File: src/rtl/mem_arbiter_if.sv
// Access-size encoding and the tinymemif memory port.
// The arbiter drives the port as master; the memory model uses the slave side.
package tinymem_pkg;
    localparam logic [1:0] MEM_ACCESS_SIZE_BYTE = 2'd0;
    localparam logic [1:0] MEM_ACCESS_SIZE_HALF = 2'd1;
    localparam logic [1:0] MEM_ACCESS_SIZE_WORD = 2'd2;
endpackage

interface tinymemif;
    logic [31:0] rd_addr;
    logic [1:0]  rd_size;
    logic [31:0] rd_data;
    logic [31:0] wr_addr;
    logic [1:0]  wr_size;
    logic [31:0] wr_data;
    logic        wr_enable;
    logic        busy;

    modport master (
        output rd_addr, rd_size, wr_addr, wr_size, wr_data, wr_enable,
        input  rd_data, busy
    );

    modport slave (
        input  rd_addr, rd_size, wr_addr, wr_size, wr_data, wr_enable,
        output rd_data, busy
    );
endinterface

File: src/rtl/mem_arbiter.sv
// Shares one tinymemif port between instruction fetch and load/store.
// Data wins the read port, but fetch is forced through after STARVE_LIMIT denials.
module mem_arbiter
    import tinymem_pkg::*;
#(
    parameter int STARVE_LIMIT = 4
) (
    input  logic        clk_i,
    input  logic        reset_i,
    input  logic        if_req_i,
    input  logic [31:0] if_addr_i,
    output logic        if_gnt_o,
    output logic        if_rvalid_o,
    output logic [31:0] if_rdata_o,
    input  logic        d_req_i,
    input  logic        d_we_i,
    input  logic [31:0] d_addr_i,
    input  logic [1:0]  d_size_i,
    input  logic [31:0] d_wdata_i,
    output logic        d_gnt_o,
    output logic        d_rvalid_o,
    output logic [31:0] d_rdata_o,
    tinymemif.master    memif
);
    localparam int CNT_W = $clog2(STARVE_LIMIT + 1);
    localparam logic [CNT_W-1:0] LIMIT_C = CNT_W'(STARVE_LIMIT);

    typedef enum logic {
        OWNER_IF = 1'b0,
        OWNER_D  = 1'b1
    } owner_e;

    logic [CNT_W-1:0] starve_cnt_q, starve_cnt_d;
    logic             pend_q, pend_d;
    owner_e           owner_q, owner_d;
    logic [31:0]      if_rdata_q, if_rdata_d;
    logic [31:0]      d_rdata_q, d_rdata_d;
    logic             if_gnt, d_gnt, d_rd_gnt;

    function automatic logic [CNT_W-1:0] sat_inc(input logic [CNT_W-1:0] c);
        return (c == LIMIT_C) ? c : c + CNT_W'(1);
    endfunction

    always_comb begin
        if_gnt       = 1'b0;
        d_gnt        = 1'b0;
        starve_cnt_d = starve_cnt_q;
        if (!(memif.busy || reset_i)) begin
            if (d_req_i && d_we_i) begin
                d_gnt        = 1'b1;
                if_gnt       = if_req_i;
                starve_cnt_d = '0;
            end else if (d_req_i) begin
                if (if_req_i && starve_cnt_q == LIMIT_C) begin
                    if_gnt       = 1'b1;
                    starve_cnt_d = '0;
                end else begin
                    d_gnt        = 1'b1;
                    starve_cnt_d = if_req_i ? sat_inc(starve_cnt_q) : '0;
                end
            end else if (if_req_i) begin
                if_gnt       = 1'b1;
                starve_cnt_d = '0;
            end
        end
    end

    assign d_rd_gnt = d_gnt & ~d_we_i;

    // Only one read can win the port per cycle, so a single owner flag suffices.
    always_comb begin
        pend_d     = if_gnt | d_rd_gnt;
        owner_d    = owner_q;
        if_rdata_d = if_rdata_q;
        d_rdata_d  = d_rdata_q;
        if (if_gnt) begin
            owner_d    = OWNER_IF;
            if_rdata_d = memif.rd_data;
        end else if (d_rd_gnt) begin
            owner_d   = OWNER_D;
            d_rdata_d = memif.rd_data;
        end
    end

    always_ff @(posedge clk_i) begin
        if (reset_i) begin
            starve_cnt_q <= '0;
            pend_q       <= 1'b0;
            owner_q      <= OWNER_IF;
            if_rdata_q   <= '0;
            d_rdata_q    <= '0;
        end else begin
            starve_cnt_q <= starve_cnt_d;
            pend_q       <= pend_d;
            owner_q      <= owner_d;
            if_rdata_q   <= if_rdata_d;
            d_rdata_q    <= d_rdata_d;
        end
    end

    // Gating with reset squashes a response scheduled just before reset rises.
    assign if_rvalid_o = pend_q & (owner_q == OWNER_IF) & ~reset_i;
    assign d_rvalid_o  = pend_q & (owner_q == OWNER_D) & ~reset_i;
    assign if_rdata_o  = if_rdata_q;
    assign d_rdata_o   = d_rdata_q;
    assign if_gnt_o    = if_gnt;
    assign d_gnt_o     = d_gnt;

    assign memif.rd_addr   = d_rd_gnt ? d_addr_i : if_addr_i;
    assign memif.rd_size   = d_rd_gnt ? d_size_i : MEM_ACCESS_SIZE_WORD;
    assign memif.wr_addr   = d_addr_i;
    assign memif.wr_size   = d_size_i;
    assign memif.wr_data   = d_wdata_i;
    assign memif.wr_enable = d_gnt & d_we_i;
endmodule

File: src/flat_wrapper.sv
// flat-port wrapper written by rule: the top's interface ports become plain ports
module mem_arbiter_flat import tinymem_pkg::*;
#(
    parameter int STARVE_LIMIT = 4
)
  (clk_i, reset_i, if_req_i, if_addr_i, if_gnt_o, if_rvalid_o, if_rdata_o, d_req_i, d_we_i, d_addr_i, d_size_i, d_wdata_i, d_gnt_o, d_rvalid_o, d_rdata_o, memif_rd_addr, memif_rd_size, memif_wr_addr, memif_wr_size, memif_wr_data, memif_wr_enable, memif_rd_data, memif_busy);
  tinymemif memif_i ();
  input  logic clk_i;
  input  logic reset_i;
  input  logic if_req_i;
  input  logic [31:0] if_addr_i;
  output logic if_gnt_o;
  output logic if_rvalid_o;
  output logic [31:0] if_rdata_o;
  input  logic d_req_i;
  input  logic d_we_i;
  input  logic [31:0] d_addr_i;
  input  logic [1:0] d_size_i;
  input  logic [31:0] d_wdata_i;
  output logic d_gnt_o;
  output logic d_rvalid_o;
  output logic [31:0] d_rdata_o;
  output wire logic [$bits(memif_i.rd_addr)-1:0] memif_rd_addr;
  output wire logic [$bits(memif_i.rd_size)-1:0] memif_rd_size;
  output wire logic [$bits(memif_i.wr_addr)-1:0] memif_wr_addr;
  output wire logic [$bits(memif_i.wr_size)-1:0] memif_wr_size;
  output wire logic [$bits(memif_i.wr_data)-1:0] memif_wr_data;
  output wire logic [$bits(memif_i.wr_enable)-1:0] memif_wr_enable;
  input wire logic [$bits(memif_i.rd_data)-1:0] memif_rd_data;
  input wire logic [$bits(memif_i.busy)-1:0] memif_busy;
  assign memif_rd_addr = memif_i.rd_addr;
  assign memif_rd_size = memif_i.rd_size;
  assign memif_wr_addr = memif_i.wr_addr;
  assign memif_wr_size = memif_i.wr_size;
  assign memif_wr_data = memif_i.wr_data;
  assign memif_wr_enable = memif_i.wr_enable;
  assign memif_i.rd_data = memif_rd_data;
  assign memif_i.busy = memif_busy;
  mem_arbiter #(.STARVE_LIMIT(STARVE_LIMIT)) u_core (.clk_i(clk_i), .reset_i(reset_i), .if_req_i(if_req_i), .if_addr_i(if_addr_i), .if_gnt_o(if_gnt_o), .if_rvalid_o(if_rvalid_o), .if_rdata_o(if_rdata_o), .d_req_i(d_req_i), .d_we_i(d_we_i), .d_addr_i(d_addr_i), .d_size_i(d_size_i), .d_wdata_i(d_wdata_i), .d_gnt_o(d_gnt_o), .d_rvalid_o(d_rvalid_o), .d_rdata_o(d_rdata_o), .memif(memif_i));
endmodule
File: config.mk
export PLATFORM = sky130hd
export DESIGN_NAME = mem_arbiter_flat
export DESIGN_NICKNAME = d
export VERILOG_FILES = /design/src/rtl/mem_arbiter_if.sv /design/src/rtl/mem_arbiter.sv /design/src/flat_wrapper.sv
export SDC_FILE = /design/constraint.sdc
export NUM_CORES = 1
export LEC_CHECK = 0
export ABC_AREA = 1
export CAP_MARGIN = 10
export CORE_AREA = 2 2 119 121
export CTS_CLUSTER_SIZE = 14
export DETAILED_ROUTE_END_ITERATION = 8
export DIE_AREA = 0 0 121 123
export PLACE_DENSITY = 0.7
export SYNTH_ARGS = -nofsm -noshare
export SYNTH_HDL_FRONTEND = slang
export SYNTH_SLANG_ARGS = --single-unit
File: constraint.sdc
create_clock -name clk_i -period 2.4 [get_ports clk_i]
set_clock_uncertainty 0.15 [all_clocks]
set_input_delay 0.48 -clock clk_i [delete_from_list [all_inputs] [get_ports clk_i]]
set_output_delay 0.48 -clock clk_i [all_outputs]
set_load 0.05 [all_outputs]
# After elaboration in Yosys (flattened, before gate mapping)
# Index checks and enable logic that the tools add are counted.
# word_totals
inputBits	136
register_bits	69
elab_cells	44
# classes
reduce_logical	7
n_addsub	1
n_bitwise	12
n_eq_ne	2
muxes	17
# ops
op	count
$mux 32	1
$mux 3	6
$mux 1	9
$and 1x1->1	6
$ne 5x4->1 const B	1
$not 1->1	5
$add 3x1->3 const B	1
$eq 3x3->1 const B	1
$reduce_and 3->1	1
$reduce_bool 3->1	1
$logic_and 1x1->1	2
$mux 2	1
$reduce_and 2->1	1
$reduce_or 2->1	1
$logic_or 1x1->1	1
$or 1x1->1	1

# Longest topological paths before layout
# Gate-level depths: netlist of run 1.
# depth
depth_word	8
ltp_mapped	9
depth_no_buf	8

# Worst setup path after synthesis of run 1
# Ideal clock, no wire load.
# synth_timing
path_type	register to output
start	reg u_core.starve_cnt_q[0]
end	out memif_rd_size[0]
path_stages_with_launch	8
setup_slack_ns	0.036
t_arrival_ns	1.734
cell_sequence	dfxtp_1 -> inv_1 -> ha_1 -> nand3_1 -> nand4_1 -> buf_2 -> buf_2 -> nor2_1
# synth_via
elab_chain_cells	8
# synth_rtl
element	line_no	rtl
start, declared	mem_arbiter.sv:33	logic [CNT_W-1:0] starve_cnt_q, starve_cnt_d;
start signal, assigned	mem_arbiter.sv:93	starve_cnt_q <= starve_cnt_d;
$eq 3x3->1	mem_arbiter.sv:54	if (if_req_i && starve_cnt_q == LIMIT_C) begin
$logic_and 1x1->1	mem_arbiter.sv:54	
$mux 1	mem_arbiter.sv:54	
$mux 1	mem_arbiter.sv:53	end else if (d_req_i) begin
$mux 1	mem_arbiter.sv:49	if (d_req_i && d_we_i) begin
$mux 1	mem_arbiter.sv:48	if (!(memif.busy || reset_i)) begin
$and 1x1->1	mem_arbiter.sv:68	assign d_rd_gnt = d_gnt & ~d_we_i;
$mux 2	mem_arbiter.sv:110	assign memif.rd_size = d_rd_gnt ? d_size_i : MEM_ACCESS_SIZE_WORD;
end, declared	flat_wrapper.sv:24	output wire logic [$bits(memif_i.rd_size)-1:0] memif_rd_size;
# No other way between the ends.

# Final worst setup path of run 1
# layout_timing
start	reg u_core.starve_cnt_q[0]
end	out memif_rd_addr[26]
# layout_via
elab_chain_cells	8
# layout_rtl
element	line_no	rtl
$eq 3x3->1	mem_arbiter.sv:54	
$logic_and 1x1->1	mem_arbiter.sv:54	
$mux 1	mem_arbiter.sv:54	
$mux 1	mem_arbiter.sv:53	
$mux 1	mem_arbiter.sv:49	
$mux 1	mem_arbiter.sv:48	
$and 1x1->1	mem_arbiter.sv:68	
$mux 32	mem_arbiter.sv:109	assign memif.rd_addr = d_rd_gnt ? d_addr_i : if_addr_i;
end, declared	flat_wrapper.sv:23	output wire logic [$bits(memif_i.rd_addr)-1:0] memif_rd_addr;
# No other way between the ends.

==> impl.org, run 1 <==
** Run status
- Run status :: complete, but fails checks
- The checks that failed: negative setup slack.

** Finish
- Share of final-layout standard cells stronger than drive strength 1 :: 0.283
- In the final layout, the multi-input gates occupy 1990 sq um.
- Area growth, synth to finish :: 106%
- 0 antenna diodes ended up in the layout.
- After routing the design area is 7650 sq um.
- Net total in the final layout :: 896
- Fill cells in the final layout number 1155.
- The sequential cells in the finished layout cover a total of 1380 sq um.

** Clocking
- TritonCTS built the clock tree.
- Clock sinks :: 69
- The later pin in the worst-skew pair is clocked with a latency of 0.33 ns.
- The clock tree synthesis step divided the H-tree into 3 levels.
- Root buffer cell :: sky130_fd_sc_hd__clkbuf_16
- Cts bufs inserted :: 9
- Counting along the longest clock path gives a buffer depth of 2.
- Count of hold-fix buffers inserted at cts :: 0
- CTS clock-pin slew for the worst setup and hold paths :: 0.06 ns

** Critical path
- Worst-path cell chain :: inv_2 > ha_4 > nand3_4 > nand4_1 > buf_6 > buf_12 > buf_16 > nand2_4 > nand2_4 > buf_12
- Type of destination of the critical path :: output pin
- The worst setup path is of the flop to output pin kind.
- Critical path arrival :: 1.90 ns
- Cell at the slowest stage of the critical path :: sky130_fd_sc_hd__dfxtp_2
- Largest stage delay on the critical path :: 0.33 ns
- Reg-to-reg slack, setup :: 0.17 ns
- The most critical setup path has its endpoint at memif_rd_addr[26].
- The number of cells on the worst reg-to-reg path is 13.
- CP Data Required Time :: 1.77 ns
- Launch point of the worst path :: u_core.starve_cnt_q[0]
- The worst register-to-register path begins at u_core.starve_cnt_q[0].
- Worst flop-to-flop path endpoint :: u_core.d_rdata_o[9]
- Largest fanout of any net on the critical path :: 7
- STA classifies the critical path startpoint as a flop.

** Synth
- Syn Nets :: 705
- Of the synthesized area, sequential elements account for 0.373.
- Synthesized netlist cell count :: 567
- The netlist uses 21 different library cells.
- In this run the cell area of the synthesized design comes to 3710 sq um.
- Each instance of the synthesized netlist takes up on average 6.54 sq um.
- The synthesized design contains 69 register bits.
- Count of yosys warnings during synthesis :: 0

** Min path
- Count of cells along the worst hold path :: 2
- Path category of the worst min-delay check :: flop to flop

** Timing
- The count of final max-slew check failures was 0.
- Post-layout minimum cycle time :: 2.53 ns
- Based on the critical path, the design can be clocked at up to 395 MHz.
- Pin slew with the least headroom to its limit :: 0.580 ns
- In the post-route analysis, the smallest setup slack over all paths is -0.130 ns.
- Setup total negative slack on the finished layout was measured at -3.19 ns.
- Final hold violation count :: 0
- Relative slew slack :: 0.612
- RSZ-0062 raised after global routing :: yes
- Number of setup violations in the final report :: 35
- Period utilisation layout :: 1.05

** Detailed routing
- First DRT Iteration DRCs :: 151
- Dividing the detail-routed via count by the number of cells gives 4.31.
- The routed layout has 4065 vias.
- Before antenna repair, the detailed router went through 5 iterations.
- In the final routed layout, each cell accounts on average for 14.7 um.
- In this run the remaining antenna-violating nets after routing total 0.
- After detailed routing, the number of remaining DRC violations is 0.
- Wires add up to 13800 um.

** GRT
- The first global-routing pass estimated 20400 um of wire.
- Largest net degree at the start of global routing :: 68
- Total track usage :: 0.178
- Global routing finished with a remaining overflow of 0.
- Vias in the first global route :: 3946
- Antenna violations before repair :: 0

** Placed design
- Pre-CTS worst setup slack :: -0.290 ns
- Global placer's final weighted congestion :: 0.791
- HPWL after DPL :: 9700 um
- Cell Area, Placed :: 6560 sq um
- During placement, the flow inserted port buffers numbering 240.

** Power
- The worst-case IR drop observed on VDD is 0.000295 V.
- In this run the static leakage power is 3.51 nW.
- PD cells :: 524 nW/um^2
- Overall power consumption after layout is estimated at 4.01 mW.

** Floorplanning
- Initial standard-cell utilization of the core :: 0.272
- Die outline width :: 121 um
- The die is 123 um tall.
- Std cell rows :: 43
- Core area :: 13600 sq um
- Pin placement for this block handled 305 I/O pins.
- Area of the die :: 14900 sq um

** Run
- Max-cap violations in this run came to 0.
## Yosys cell counts, drive strengths merged
cell    instances  area share
nand4          34       0.057
ha              2      0.0067
inv            43       0.044
nor2           74       0.079
nand2         237        0.24
clkbuf          3      0.0030
buf            93        0.17
nand3           5       0.010
o21ai           2      0.0027
a21oi           2      0.0027
nor3            2      0.0027
dfxtp          69        0.37
or2             1      0.0017
## cell families after synthesis
logic type,after synthesis,share of synthesized area
AND/OR/NAND/NOR,353,0.396
buffers and inverters,139,0.220
flip-flops,69,0.373
AO/OA/AOI/OAI,4,0.00540
adder cells (fa/ha/maj),2,0.00675
## worst min-delay path by stage
stage,start,to,slack (ns)
5_1_grt,u_core.if_rdata_o[14],u_core.if_rdata_o[14],0.33
2_1_floorplan,u_core.starve_cnt_q[1],u_core.starve_cnt_q[1],0.31
6_report,u_core.if_rdata_o[17],u_core.if_rdata_o[17],0.31
4_1_cts,u_core.if_rdata_o[17],u_core.if_rdata_o[17],0.32
3_3_place_gp,u_core.if_rdata_o[16],u_core.if_rdata_o[16],0.31
3_5_place_dp,u_core.if_rdata_o[17],u_core.if_rdata_o[17],0.31
## critical path: cells and delay by family (launching register included)
| kind | cells | cell delay, ns |
|---|---|---|
| adders and majority gates | 1 | 0.16 |
| DFF | 1 | 0.33 |
| buffers and inverters | 5 | 0.69 |
| and+or+nand+nor | 4 | 0.38 |
## report_power, final
group,switching [mW],internal [mW]
Combinational,0.747,0.602
Clock,0.497,0.935
Sequential,0.0270,1.20
## per-stage QoR
stage                     cells  hold WS (ns)  utilization
after floorplan             567         0.306            -
after global placement      908         0.307        0.482
after detailed placement    908         0.311        0.482
after CTS                   943         0.318        0.549
after global routing        943         0.333        0.562
final                       943         0.315        0.562
## placed cells by master, fill, tap and decap left out
cell type and n:
sky130_fd_sc_hd__nor2_2 1, sky130_fd_sc_hd__nand2_1 161, sky130_fd_sc_hd__a21oi_1 1, sky130_fd_sc_hd__clkbuf_8 1
sky130_fd_sc_hd__clkinv_2 2, sky130_fd_sc_hd__buf_4 26, sky130_fd_sc_hd__nand2_4 53, sky130_fd_sc_hd__nand4_1 34
sky130_fd_sc_hd__ha_1 1, sky130_fd_sc_hd__nor2_4 3, sky130_fd_sc_hd__buf_16 5, sky130_fd_sc_hd__nand3_1 3
sky130_fd_sc_hd__bufinv_16 2, sky130_fd_sc_hd__buf_6 2, sky130_fd_sc_hd__dfxtp_2 2, sky130_fd_sc_hd__o21ai_0 2
sky130_fd_sc_hd__clkinv_4 1, sky130_fd_sc_hd__or2_1 1, sky130_fd_sc_hd__clkdlybuf4s50_1 161, sky130_fd_sc_hd__dlygate4sd2_1 5
sky130_fd_sc_hd__ha_4 1, sky130_fd_sc_hd__buf_12 76, sky130_fd_sc_hd__nor2_1 70, sky130_fd_sc_hd__clkinvlp_4 1
sky130_fd_sc_hd__nand3_4 2, sky130_fd_sc_hd__clkbuf_16 10, sky130_fd_sc_hd__a21oi_2 1, sky130_fd_sc_hd__nor3_1 2
sky130_fd_sc_hd__clkinv_8 1, sky130_fd_sc_hd__inv_2 3, sky130_fd_sc_hd__inv_1 39, sky130_fd_sc_hd__dfxtp_1 67
sky130_fd_sc_hd__nand2_2 23
## layer usage
layer | wire (um) | global-route usage
met1 | 5200 | 0.191
met2 | 7400 | 0.330
met3 | 962 | 0.0554
met4 | 265 | 0.0618
met5 | 0 | 0
## state kept, by name, summed over array words and instances, names as in the netlist
| signal | cells |
|---|---|
| u_core.starve_cnt_q | 3 |
| u_core.if_rdata_o | 32 |
| u_core.pend_q | 1 |
| u_core.owner_q | 1 |
| u_core.d_rdata_o | 32 |
## repair_timing
action,in CTS,in global routing
setup buffers,15,1
endpoints found under the setup margin,34,50
resized for setup,121,36
gates cloned,5,1
pin swaps,29,10
endpoints found under the hold margin,0,0
## cell type report
class | count | area share
Multi-Input combinational cell | 359 | 0.260
Sequential cell | 69 | 0.181
Clock buffer | 10 | 0.0312
Tap cell | 180 | 0.0294
Clock inverter | 6 | 0.0113
Inverter | 43 | 0.0227
Timing Repair Buffer | 276 | 0.465
No activity file was read; power rests on OpenSTA's default activity.
==> run 2, diff against run 1 <==
--- a/config.mk
+++ b/config.mk
@@ -7,11 +7,11 @@
 export LEC_CHECK = 0
 export ABC_AREA = 1
 export CAP_MARGIN = 10
-export CORE_AREA = 2 2 119 121
-export CTS_CLUSTER_SIZE = 14
+export CORE_MARGIN = 8
+export CORE_UTILIZATION = 34
+export CTS_BUF_LIST = sky130_fd_sc_hd__clkbuf_8
 export DETAILED_ROUTE_END_ITERATION = 8
-export DIE_AREA = 0 0 121 123
-export PLACE_DENSITY = 0.7
+export PLACE_DENSITY = 0.84
 export SYNTH_ARGS = -nofsm -noshare
 export SYNTH_HDL_FRONTEND = slang
 export SYNTH_SLANG_ARGS = --single-unit
==> run 2 against run 1 <==
- the flow still finishes with violations (negative setup slack)
- largest cell class unchanged
- via count rose by 0.98%
- maximum frequency rose by 3.2%
- setup slack gained 0.078 ns
- largest power group is now combinational cells
- sequential share of layout area grew 1.4 points
- critical path depth unchanged
- clock power decreased by 21%
- combinational power shrank 3%
- core utilization increased by 10 points
==> impl.org, run 2 (synthesized netlist as in run 1, its figures left out) <==
** Critical path
- At the worst endpoint, the required time is 1.77 ns.
- Launch point of the worst path :: u_core.starve_cnt_q[0]
- Along the worst path, the maximum fanout reaches 8.
- For this run, the slowest stage of the critical path takes 0.35 ns.
- End point of the critical path :: memif_rd_addr[11]
- Number of cell instances on the worst register-to-register path :: 10
- On the critical path, the stage with the largest delay is an instance of sky130_fd_sc_hd__dfxtp_2.
- In this run the critical register-to-register path is launched from u_core.starve_cnt_q[0].
- Worst flop-to-flop path endpoint :: u_core.d_rdata_o[8]
- Worst-path cell chain :: inv_2 > ha_4 > nand3_4 > nand4_1 > buf_6 > inv_8 > clkbuf_16 > nand2_1 > nand2_2 > buf_12
- Category of the critical setup timing path :: flop to output pin
- For flop-to-flop paths, the worst setup slack is 0.40 ns.
- For the worst setup path, the data arrival time is 1.82 ns.
- The worst setup path is captured at an output pin.
- The worst setup path is launched from a flop.

** Timing
- Pin slew with the least headroom to its limit :: 0.715 ns
- Measured against its own limit, the worst slew margin works out to 0.523.
- Final hold violation count :: 0
- Period utilisation layout :: 1.02
- Highest Clock Rate :: 408 MHz
- RSZ-0062 raised after global routing :: yes
- The count of final max-slew check failures came to 0.
- Number of setup violations in the final report :: 30
- Post-layout minimum cycle time :: 2.45 ns
- Setup slack of the critical path after layout :: -0.0512 ns

** Placed design
- Cell Area, Placed :: 6480 sq um
- Port bufs :: 240
- At the end of routability-driven placement, the weighted congestion stood at 0.834.
- HPWL after DPL :: 11400 um

** Finish
- The filler cells instantiated in the layout total 836.
- Post-layout utilization of the core :: 0.663
- Number of antenna cells inserted :: 0
- Of the cells placed in the final design, the portion with a size suffix greater than 1 is 0.236.
- The finished cells cover 7120 sq um.
- The final layout contains 884 nets.
- The library cell used most frequently in the layout, excluding fill and tap cells, is sky130_fd_sc_hd__nand2_1.
- In the layout the commonest cells are sky130_fd_sc_hd__nand2_1 (183), sky130_fd_sc_hd__clkdlybuf4s50_1 (162), sky130_fd_sc_hd__buf_12 (76), sky130_fd_sc_hd__nor2_1 (72), sky130_fd_sc_hd__dfxtp_1 (67).
- Area growth, synth to finish :: 92.1%

** Clocking
- The tree built by TritonCTS fans out to 69 sinks.
- CTS clock-pin slew for the worst setup and hold paths :: 0.07 ns
- Maximum buffer depth of the clock tree :: 2
- Clock tree synthesis inserted a total of 9 buffers.
- Root buffer cell :: sky130_fd_sc_hd__clkbuf_8
- TritonCTS built the clock tree.
- The later pin in the worst-skew pair is clocked with a latency of 0.32 ns.
- CTS built an H-tree with a depth of 3.
- In this run, post-CTS hold repair placed 0 buffers.

** GRT
- Vias in the first global route :: 4122
- Antenna violations before repair :: 0
- The first global-routing pass estimated 22700 um of wire.
- Entering global routing, the biggest net connects 68 pins.
- Summed over all layers, the global routing overflow is 0.
- In the global route stage, overall resource usage came out at 0.197.

** Detailed routing
- Overall routed net length :: 15300 um
- DRT Pass-1 Iters :: 4
- Total vias in the final route :: 4105
- Final routed wire length divided by cell count :: 17.2 um
- Post-DRT Antenna Nets :: 0
- In the routed design, unresolved DRC markers number 0.
- In the routed layout, each cell is associated on average with a via count of 4.61.
- First DRT Iteration DRCs :: 207

** Power
- For this design the static power due to leakage is 3.39 nW.
- Across the VDD grid, the largest voltage drop is 0.000239 V.
- PD cells :: 514 nW/um^2

** Floorplanning
- Die outline width :: 120 um
- In this run the core area contains 38 standard-cell rows.
- Core area :: 10700 sq um
- The die covers 14500 sq um.
- The initial utilization of the core area, before any placement, comes to 0.345.
- Die H :: 120 um
- 305 I/O pins were placed.

** Run
- Number of maximum-capacitance constraint violations :: 0

** Run status
- The flow ran to the end, but the final reports show violations.
- Failing checks :: negative setup slack

** Min path
- The worst hold path belongs to the class flop to flop.
[run 2: cell count changes in the layout (fill, tap and decap cells not counted), moves of 8 or more]
cell,delta
sky130_fd_sc_hd__nand2_4,-31
sky130_fd_sc_hd__nand2_2,+9
sky130_fd_sc_hd__clkbuf_8,+8
sky130_fd_sc_hd__clkbuf_16,-9
sky130_fd_sc_hd__buf_4,-9
sky130_fd_sc_hd__nand2_1,+22
[run 2: cell type report]
cell class / instances / area (sq um) / area share
Multi-Input combinational cell: 359 / 1760 / 0.248
Clock buffer: 9 / 124 / 0.0174
Inverter: 43 / 169 / 0.0237
Sequential cell: 69 / 1380 / 0.194
Clock inverter: 7 / 115 / 0.0162
Timing Repair Buffer: 264 / 3390 / 0.476
Tap cell: 140 / 175 / 0.0246
[run 2: power by group]
part / switching (mW) / internal [mW] / leakage, nW
registers: 0.0264 / 1.20 / 0.563
clock network: 0.441 / 0.687 / 0.121
logic: 0.736 / 0.572 / 2.70
[run 2: critical path: cells and delay by family, from the launching register on]
kind | cells | cell delay [ns]
fa+ha+maj | 1 | 0.17
buf+inv | 5 | 0.61
flops | 1 | 0.35
simple gates | 4 | 0.36
[run 2: worst min path at each step]
| stage | slack (ns) | end | startpoint | depth (start not counted) |
|---|---|---|---|---|
| finish | 0.32 | u_core.if_rdata_o[31] | u_core.if_rdata_o[31] | 2 |
| global route | 0.34 | u_core.if_rdata_o[28] | u_core.if_rdata_o[28] | 2 |
| CTS | 0.32 | u_core.if_rdata_o[13] | u_core.if_rdata_o[13] | 2 |
| detailed placement | 0.31 | u_core.if_rdata_o[18] | u_core.if_rdata_o[18] | 2 |
| global placement | 0.31 | u_core.if_rdata_o[3] | u_core.if_rdata_o[3] | 2 |
| floorplan | 0.31 | u_core.starve_cnt_q[1] | u_core.starve_cnt_q[1] | 2 |
[run 2: repair_timing]
item                       in CTS  in global routing
resized for setup              74                 27
pin swaps                      10                  5
setup buffers                   6                  1
cloned                          2                  1
setup endpoints to repair      34                 34
hold endpoints to repair        0                  0
[run 2: layer usage]
layer	part of all wire	GRT usage
met5	0	0
met4	0.014	0.0453
met3	0.11	0.0895
met2	0.55	0.387
met1	0.33	0.180
[run 2: metrics by stage]
| step | instances | power [mW] | hold WS [ns] | worst slack [ns] | TNS, ns |
|---|---|---|---|---|---|
| final | 891 | 3.66 | 0.318 | -0.0512 | -0.626 |
| after global routing | 891 | 3.79 | 0.343 | -0.111 | -2.86 |
| after CTS | 891 | 3.68 | 0.322 | -0.0477 | -0.682 |
| after detailed placement | 867 | 2.51 | 0.311 | -0.243 | -7.16 |
| after global placement | 867 | 2.50 | 0.307 | -0.195 | -5.09 |
| after floorplan | 567 | 2.02 | 0.306 | 0.0362 | 0 |
==> run 3, diff against run 2 <==
--- a/config.mk
+++ b/config.mk
@@ -12,6 +12,7 @@
 export CTS_BUF_LIST = sky130_fd_sc_hd__clkbuf_8
 export DETAILED_ROUTE_END_ITERATION = 8
 export PLACE_DENSITY = 0.84
+export SKIP_CTS_REPAIR_TIMING = 1
 export SYNTH_ARGS = -nofsm -noshare
 export SYNTH_HDL_FRONTEND = slang
 export SYNTH_SLANG_ARGS = --single-unit
==> run 3 against run 2 <==
- the flow still finishes with violations (negative setup slack)
- global-route usage fell by 1.4 points
- combinational power is essentially flat
- count of clock-buffer cells in the layout unchanged
- die area did not move
- first-iteration DRC count grew 3.9%
- hold slack barely moved
- wire length shrank 1.6%
==> impl.org, run 3 (synthesized netlist as in run 1, its figures left out) <==
** Min path
- The worst hold path passes through 2 cells.
- Destination of the worst hold path :: u_core.if_rdata_o[31]
- Hold Path Origin :: u_core.if_rdata_o[31]
- Path category of the worst min-delay check :: flop to flop

** Critical path
- Data arrives at the worst endpoint at 1.97 ns.
- The most critical setup path has its startpoint at d_req_i.
- In this run the register-to-register setup slack is 0.31 ns.
- STA classifies the critical path endpoint as an output pin.
- Category of the critical setup timing path :: primary input to output pin
- The worst setup path is launched from a primary input.
- Reg-to-Reg Start :: u_core.starve_cnt_q[1]
- CP Data Required Time :: 1.77 ns
- Worst flop-to-flop path endpoint :: u_core.d_rdata_o[8]
- Largest fanout of any net on the critical path :: 3
- Number of cell instances on the worst register-to-register path :: 10

** Placed design
- Port bufs :: 240
- Timing analysis after detailed placement gives a worst setup slack of -0.243 ns.
- The HPWL after detailed placement is 11400 um.
- Routability-driven placement finished with a final weighted congestion of 0.834.

** Timing
- Static timing analysis puts the maximum clock frequency at 384 MHz.
- RSZ-0062 raised after global routing :: yes
- Period utilisation layout :: 1.08
- Pin slew with the least headroom to its limit :: 0.729 ns
- Setup slack on the critical path of the routed design comes to -0.203 ns.
- Worst hold slack after final layout :: 0.318 ns
- Relative slew slack :: 0.514
- Setup violations remaining at the end of the flow were counted as 34.
- The number of endpoints with negative hold slack in the final report came to 0.
- Final max-slew violation count :: 0
- Post-layout minimum cycle time :: 2.60 ns

** Clocking
- TritonCTS built the clock tree.
- Clock tree synthesis inserted a total of 9 buffers.
- Clock sinks :: 69
- Number of H-tree levels :: 3
- Clock latency of the later-clocked register in the worst-skew pair :: 0.33 ns
- Maximum buffer depth of the clock tree :: 2
- Root buffer cell :: sky130_fd_sc_hd__clkbuf_8
- CTS clock-pin slew for the worst setup and hold paths :: 0.07 ns

** Power
- Standby leakage power :: 3.33 nW
- Share of total power in combinational logic :: 0.354
- Cell internal power was estimated by the tool at 2.45 mW.
- The share of total power dissipated in the clock network is 0.310.
- For this design the ratio of total power to cell area is 521 nW/um^2.
- IR analysis of the VDD net gives a maximum drop of 0.000241 V.
- The design draws 3.65 mW.
- The share of total power dissipated in sequential elements is 0.335.
- Of the total power, the share spent switching nets is 0.328.
- Switching power :: 1.20 mW

** Detailed routing
- The pre-antenna-repair detailed-routing pass consisted of 5 iterations.
- After detailed routing, the total wire length is 15000 um.
- First DRT Iteration DRCs :: 215
- The count of nets left with antenna violations once routing finished came out at 0.
- Final routed wire length divided by cell count :: 16.9 um
- In the routed layout, each cell is associated on average with a via count of 4.59.
- Remaining DRCs :: 0
- Total vias in the final route :: 4078

** GRT
- Vias in the first global route :: 3903
- The number of antenna violations at the first check in global routing came to 0.
- Total gr overflow :: 0
- Entering global routing, the biggest net connects 68 pins.
- Wire length of the first global-routing pass :: 21200 um
- Total track usage :: 0.183

** Run status
- The flow ran to the end, but the final reports show violations.
- Failing checks :: negative setup slack

** Floorplanning
- Area of the die :: 14500 sq um
- 305 I/O pins were placed.
- The die is 120 um wide.
- In this run the standard cell core region covers 10700 sq um.
- In this run the core area contains 38 standard-cell rows.
- Die H :: 120 um
- For this configuration, the core starts out at a cell density of 0.345.

** Run
- The tool flagged a number of max-cap violations equal to 0.

** Finish
- The multi-input combinational cells in the finished layout cover a total of 1670 sq um.
- Leading cell types in the layout, fill and taps excluded :: sky130_fd_sc_hd__nand2_1 (192), sky130_fd_sc_hd__clkdlybuf4s50_1 (163), sky130_fd_sc_hd__buf_12 (74), sky130_fd_sc_hd__nor2_1 (70), sky130_fd_sc_hd__dfxtp_1 (67)
- In the final layout, the share of cells above drive strength 1 is 0.226.
- Most common library cell in the layout ignoring fill and taps :: sky130_fd_sc_hd__nand2_1
- Area growth, synth to finish :: 89.2%
- Combined flip-flop and latch cell area :: 1380 sq um
- At the end of the flow, the number of nets in the layout was 882.
- Number of antenna cells inserted :: 0
- Filler cell count in the final layout :: 850
==> run 3: changes by cell type in the layout (fill, tap and decap cells not counted), moves of 2 or more <==
cell	delta
sky130_fd_sc_hd__nand2_2	+6
sky130_fd_sc_hd__dlymetal6s2s_1	+4
sky130_fd_sc_hd__dlygate4sd2_1	-5
sky130_fd_sc_hd__nor2_1	-2
sky130_fd_sc_hd__buf_12	-2
sky130_fd_sc_hd__nand2_4	-15
sky130_fd_sc_hd__nand2_1	+9
sky130_fd_sc_hd__clkbuf_16	+2
==> run 3: final cells by class <==
type	count	share of cell area
Multi-Input combinational cell	359	0.239
Tap cell	140	0.0250
Timing Repair Buffer	262	0.482
Inverter	43	0.0230
Clock inverter	7	0.0164
Sequential cell	69	0.197
Clock buffer	9	0.0177
==> run 3: through the flow <==
stage | setup TNS (ns) | std cells | cell area [sq um] | utilization
finish | -5.73 | 889 | 7010 | 0.653
global route | -7.22 | 889 | 7010 | 0.653
CTS | -7.76 | 883 | 6720 | 0.626
detailed placement | -7.16 | 867 | 6480 | 0.603
global placement | -5.09 | 867 | 6480 | 0.603
floorplan | 0 | 567 | 3710 | -
==> run 3: power groups by stage <==
| stage | combinational [mW] | sequential, mW | clock, mW |
|---|---|---|---|
| after CTS | 1.26 | 1.22 | 1.16 |
| after detailed placement | 1.26 | 1.25 | 0 |
| after floorplan | 0.598 | 1.43 | 0 |
| after global placement | 1.25 | 1.25 | 0 |
| final | 1.29 | 1.22 | 1.13 |
| after global routing | 1.34 | 1.23 | 1.21 |
==> run 3: worst max-delay path by stage <==
stage,to,slack [ns],cells after the start
2_1_floorplan,memif_rd_size[0],0.04,7
3_3_place_gp,memif_rd_addr[14],-0.19,7
3_5_place_dp,memif_rd_addr[3],-0.24,8
4_1_cts,memif_rd_addr[3],-0.26,9
5_1_grt,memif_rd_addr[26],-0.24,9
6_report,memif_rd_size[1],-0.20,6
==> run 3: critical path, cell delays in order <==
cell and delay (ns):
sky130_fd_sc_hd__clkdlybuf4s50_1 0.48, sky130_fd_sc_hd__nand4_1 0.24, sky130_fd_sc_hd__buf_4 0.25, sky130_fd_sc_hd__buf_4 0.13, sky130_fd_sc_hd__or2_1 0.22, sky130_fd_sc_hd__buf_6 0.16
==> run 3: metal layers <==
| layer | vias up | global-route usage | part of all wire |
|---|---|---|---|
| met2 | 190 | 0.346 | 0.54 |
| met5 | - | 0 | 0 |
| li1 | 2013 | - | - |
| met3 | 17 | 0.0923 | 0.11 |
| met1 | 1858 | 0.171 | 0.33 |
| met4 | 0 | 0.0445 | 0.015 |
